--- src/rtl/hazard_ctrl.sv ---
// Pipeline hazard control: RAW data stalls, mult/div busy stalls, and a saturating stall counter.
// stall, pc_en, d_reg_en and e_reg_flush are combinational with zero latency; md_busy and stall_cnt are registered.
module hazard_ctrl #(
  parameter int RA_W        = 5,
  parameter int T_W         = 2,
  parameter int MULT_CYCLES = 5,
  parameter int DIV_CYCLES  = 10,
  parameter int CNT_W       = 16
) (
  input  logic             clk,
  input  logic             reset_n,
  input  logic [RA_W-1:0]  rs_d,
  input  logic [RA_W-1:0]  rt_d,
  input  logic [T_W-1:0]   tuse_rs_d,
  input  logic [T_W-1:0]   tuse_rt_d,
  input  logic             md_use_d,
  input  logic [RA_W-1:0]  wa_e,
  input  logic [T_W-1:0]   tnew_e,
  input  logic [RA_W-1:0]  wa_m,
  input  logic [T_W-1:0]   tnew_m,
  input  logic             md_start_e,
  input  logic             md_div_e,
  input  logic             perf_clr,
  output logic             pc_en,
  output logic             d_reg_en,
  output logic             e_reg_flush,
  output logic             md_busy,
  output logic [CNT_W-1:0] stall_cnt
);
  localparam int MD_MAX = (MULT_CYCLES > DIV_CYCLES) ? MULT_CYCLES : DIV_CYCLES;
  localparam int BC_W   = $clog2(MD_MAX + 1);
  localparam logic [T_W-1:0] TUSE_NONE = T_W'(3);

  logic [BC_W-1:0]  r_busy_cnt;
  logic [CNT_W-1:0] r_stall_cnt;
  logic             w_hit_rs_e;
  logic             w_hit_rt_e;
  logic             w_hit_rs_m;
  logic             w_hit_rt_m;
  logic             w_data_stall;
  logic             w_md_stall;
  logic             w_stall;

  // A producer only blocks a consumer whose use comes before the result is ready.
  assign w_hit_rs_e = (rs_d != '0) && (rs_d == wa_e) && (tuse_rs_d != TUSE_NONE) && (tnew_e > tuse_rs_d);
  assign w_hit_rt_e = (rt_d != '0) && (rt_d == wa_e) && (tuse_rt_d != TUSE_NONE) && (tnew_e > tuse_rt_d);
  assign w_hit_rs_m = (rs_d != '0) && (rs_d == wa_m) && (tuse_rs_d != TUSE_NONE) && (tnew_m > tuse_rs_d);
  assign w_hit_rt_m = (rt_d != '0) && (rt_d == wa_m) && (tuse_rt_d != TUSE_NONE) && (tnew_m > tuse_rt_d);

  assign w_data_stall = w_hit_rs_e | w_hit_rt_e | w_hit_rs_m | w_hit_rt_m;
  assign w_md_stall   = md_use_d & (md_busy | md_start_e);
  assign w_stall      = w_data_stall | w_md_stall;

  assign pc_en       = ~w_stall;
  assign d_reg_en    = ~w_stall;
  assign e_reg_flush = w_stall;
  assign md_busy     = (r_busy_cnt != '0);
  assign stall_cnt   = r_stall_cnt;

  // A new start always reloads, so a mult issued over a running div replaces it.
  always_ff @(posedge clk or negedge reset_n) begin
    if (!reset_n) begin
      r_busy_cnt <= '0;
    end else if (md_start_e) begin
      r_busy_cnt <= md_div_e ? BC_W'(DIV_CYCLES) : BC_W'(MULT_CYCLES);
    end else if (r_busy_cnt != '0) begin
      r_busy_cnt <= r_busy_cnt - BC_W'(1);
    end
  end

  always_ff @(posedge clk or negedge reset_n) begin
    if (!reset_n) begin
      r_stall_cnt <= '0;
    end else if (perf_clr) begin
      r_stall_cnt <= '0;
    end else if (w_stall && (r_stall_cnt != '1)) begin
      r_stall_cnt <= r_stall_cnt + CNT_W'(1);
    end
  end
endmodule

--- config.mk ---
export PLATFORM = sky130hd
export DESIGN_NAME = hazard_ctrl
export DESIGN_NICKNAME = d
export VERILOG_FILES = /design/src/rtl/hazard_ctrl.sv
export SDC_FILE = /design/constraint.sdc
export NUM_CORES = 1
export LEC_CHECK = 0
export BUFFER_PORTS_ARGS = -buffer_cell sky130_fd_sc_hd__buf_2
export CORE_MARGIN = 4
export CORE_UTILIZATION = 52
export CTS_BUF_LIST = sky130_fd_sc_hd__clkbuf_4
export DETAILED_ROUTE_END_ITERATION = 10
export GPL_ROUTABILITY_DRIVEN = 0
export GPL_TIMING_DRIVEN = 0
export PLACE_DENSITY = 0.83
export SYNTH_ARGS = -nofsm -noshare
export SYNTH_HDL_FRONTEND = slang
export SYNTH_SLANG_ARGS = --single-unit
--- constraint.sdc ---
create_clock -name clk -period 2.4 [get_ports clk]
set_input_delay 0 -clock clk [delete_from_list [all_inputs] [get_ports clk]]
set_output_delay 0 -clock clk [all_outputs]
set_load 0.005 [all_outputs]
==> flow_metrics.tcl <==
set metrics [dict create \
    outcome "finished, final reports clean" \
    drt-total-wl_um 3670 \
    wl_met2_um 1820 \
    diodes 0 \
    routedWlPerCell_um 13.7 \
    met1_length_um 1560 \
    start_util_pct 55.5 \
    cp_top_family "simple AND/OR/NAND/NOR gates" \
    preCtsSetupSlack_ns 0.154 \
    layout_min_cycle_time_ns 2.17 \
    cp.required_ns 2.60 \
    p_comb_share_pct 25.4 \
    startpoint_type "register" \
    switching_share_pct 27.5 \
    cpMaxStageDelayCell "dfrtp_1" \
    hp-class "in2reg" \
    cp_max_fo 6 \
    dr_wl_met3_um 256 \
    slew_headroom_pct 70.0 \
    clock_latency_ns 0.30 \
    final_cell_mix "buf_2 (53), dfrtp_1 (20), a21oi_1 (15), xnor2_1 (14), nand2_1 (13)" \
    crit_arrival_ns 2.37 \
    fin_crit_sh_pct 90.4 \
    min_from "md_div_e" \
    whs_path_depth 3 \
    final_common_cell "buf_2" \
    holdPathEnd "r_busy_cnt[2]" \
    dr.first_iter.drc_count 81 \
    report.final.hold_viol_count 0 \
    r2r_cells 7 \
    hpwl_um 2960 \
    ys_seq_area_share_pct 32.1 \
    die-area_um2 3940 \
    cts_root_buffer "clkbuf_4" \
    finalSetupTns_ns 0 \
    path_class "reg2reg" \
    synth.distinct_cells 38 \
    fillers 240 \
    cts-buffers-inserted 3 \
    die_w_um 62.7 \
    grt_pass1_vias 1429 \
    netlist_instances 179 \
    clockBufferDepth 2 \
    worstMarginPinSlew_ns 0.450 \
    crit_path_max_incr_delay_ns 0.44 \
    fin_nets 283 \
    finalPower_uw 861 \
    p_seq_share_pct 42.7 \
    rsz0062_at_grt "no" \
    setup_viol 0 \
    clkPwrFrac_pct 31.9 \
    cap_violations 0 \
    port_buffers 52 \
    ys_warn_count 0 \
    synth_fp_nets 224 \
    boundaryPins 54 \
    cts_sinks 20 \
    drc 0 \
    timing.rr.end "stall_cnt[7]" \
    num_vias 1516 \
    ff2ff_setup_slack_ns 0.23 \
    p_per_area_nw_per_um2 445 \
    yosys_register_bits 20 \
    antenna_found_initial 0 \
    layout_setup_ws_ns 0.230 \
    leakagePower_nw 0.915 \
    slew_violations 0 \
    die_h_um 62.7 \
    clock.fmax_mhz 461 \
    grt-ovfl-total 0 \
    maxUsedRoutingLayer "met4" \
    cts_setup_buffers 0 \
    fin_util_pct 69.0 \
    path_clk_slew_ns 0.12 \
    p_sw_uw 236 \
    htree_levels 1 \
    clock_skew_ns 0.00627 \
    rows 19 \
    drt_pass1_iterations 4 \
    path_buf_inv 0 \
    via_per_inst 5.66 \
    drive_gt1_share_pct 27.4 \
    ant_nets 0 \
    fp.coreArea_um2 2810 \
    end_kind "register" \
    synth_area_um2 1560 \
    intPower_uw 625 \
    tritoncts "built" \
    rr_startpoint "stall_cnt[2]" \
    grt_max_degree 21 \
    synth_area_per_cell_um2 8.70 \
    gr-usage-all-layers_pct 19.2 \
    grt_pass1_wl_um 6290 \
    path_cells "and3_1 -> and3_1 -> nand3_1 -> nor3_2 -> a31oi_1 -> nand3_1 -> mux2_2" \
    ir_worst_vdd_v 0.000235 \
    area_growth_pct 24.2 \
]
## kinds of logic (layout without fill, tap and decap cells)
kind of cell               count (synthesis)  count (layout)  synth area share (%)
xor gates and xnor gates                  24              24                  13.5
DFF                                       20              20                  32.1
muxes                                      2               2                  1.45
buffers and inverters                     17              75                  4.90
AOI/OAI and AO/OA                         39              39                  16.1
adders and majority gates                 11              11                  8.84
and+or+nand+nor                           66              66                  23.1
## worst reg2reg max path, stage by stage, from the launching register on
cell     delay [ns]
dfrtp_1        0.44
and3_1         0.21
and3_1         0.23
nand3_1        0.22
nor3_2         0.33
a31oi_1        0.15
nand3_1        0.16
mux2_2         0.33
## layout make-up
type	instances	area, µm²	area share [%]
buffer	6	35.0	1.81
clock buffer	3	22.5	1.16
clock inverter	1	30.0	1.55
inverter	11	41.3	2.13
multi-input combinational	142	986	51.0
sequential	20	500	25.9
tap	31	38.8	2.01
timing repair buffer	54	280	14.5
## how the worst max path moves through the flow
| stage | start | to | cells past startpoint |
|---|---|---|---|
| floorplan | stall_cnt[2] | stall_cnt[7] | 7 |
| global placement | stall_cnt[2] | stall_cnt[7] | 7 |
| detailed placement | stall_cnt[2] | stall_cnt[7] | 7 |
| CTS | stall_cnt[2] | stall_cnt[7] | 7 |
| global route | stall_cnt[2] | stall_cnt[6] | 8 |
| finish | stall_cnt[2] | stall_cnt[7] | 7 |
## metrics by stage
| step | area [µm²] | hold WS, ns | instances |
|---|---|---|---|
| after CTS | 1930 | 0.0277 | 268 |
| after global placement | 1860 | -0.0314 | 262 |
| final | 1930 | 0.0317 | 268 |
| after global routing | 1930 | 0.0440 | 268 |
| after detailed placement | 1860 | -0.0324 | 262 |
| after floorplan | 1560 | -0.296 | 179 |
## power by group through the flow
| stage | Sequential, mW | Combinational, mW | Clock [mW] |
|---|---|---|---|
| after floorplan | 0.372 | 0.132 | 0 |
| after global placement | 0.374 | 0.213 | 0 |
| after detailed placement | 0.375 | 0.218 | 0 |
| after CTS | 0.368 | 0.221 | 0.277 |
| after global routing | 0.373 | 0.246 | 0.299 |
| final | 0.368 | 0.219 | 0.274 |
## flip-flops by register name, indices dropped and copies added (netlist names)
name	flops
r_busy_cnt	4
stall_cnt	16
## what timing repair did
item / 4_1_cts / 5_1_grt
hold buffers: 2 / 0
resized for setup: 0 / 2
setup endpoints to repair: 0 / 8
hold endpoints to repair: 24 / 0
## synth_stat cells
library cell | n | area (µm²)
a21oi_1 | 15 | 75.1
nand4_1 | 3 | 18.8
o221ai_2 | 1 | 15.0
nor4_2 | 1 | 12.5
nand3_1 | 9 | 45.0
clkbuf_1 | 1 | 3.75
or3_1 | 10 | 62.6
nor3_1 | 4 | 20.0
a311oi_1 | 1 | 8.76
mux2_2 | 2 | 22.5
nand2b_1 | 1 | 6.26
o31ai_1 | 2 | 15.0
o2111ai_1 | 2 | 17.5
and3_1 | 6 | 37.5
or4_1 | 3 | 22.5
nor2_1 | 6 | 22.5
o41ai_1 | 1 | 8.76
buf_2 | 1 | 5.00
buf_1 | 2 | 7.51
nand3b_1 | 1 | 7.51
a31oi_1 | 1 | 6.26
and2_1 | 2 | 12.5
nor4_1 | 3 | 18.8
buf_4 | 1 | 7.51
nor2b_1 | 4 | 25.0
xnor2_1 | 14 | 123
buf_6 | 1 | 11.3
a21o_1 | 1 | 7.51
xor2_1 | 10 | 87.6
inv_1 | 11 | 41.3
a31o_4 | 1 | 17.5
o21a_1 | 2 | 15.0
nand2_1 | 13 | 48.8
o21ai_0 | 7 | 35.0
ha_1 | 11 | 138
o21ai_1 | 4 | 20.0
dfrtp_1 | 20 | 500
o221ai_1 | 1 | 8.76
## routing by layer
layer | vias to the layer above | GRT usage, %
met1 | 699 | 24.5
li1 | 760 | -
met3 | 4 | 2.70
met2 | 53 | 32.8
met4 | 0 | 7.44
met5 | - | 0
No activity file was read; power rests on OpenSTA's default activity.
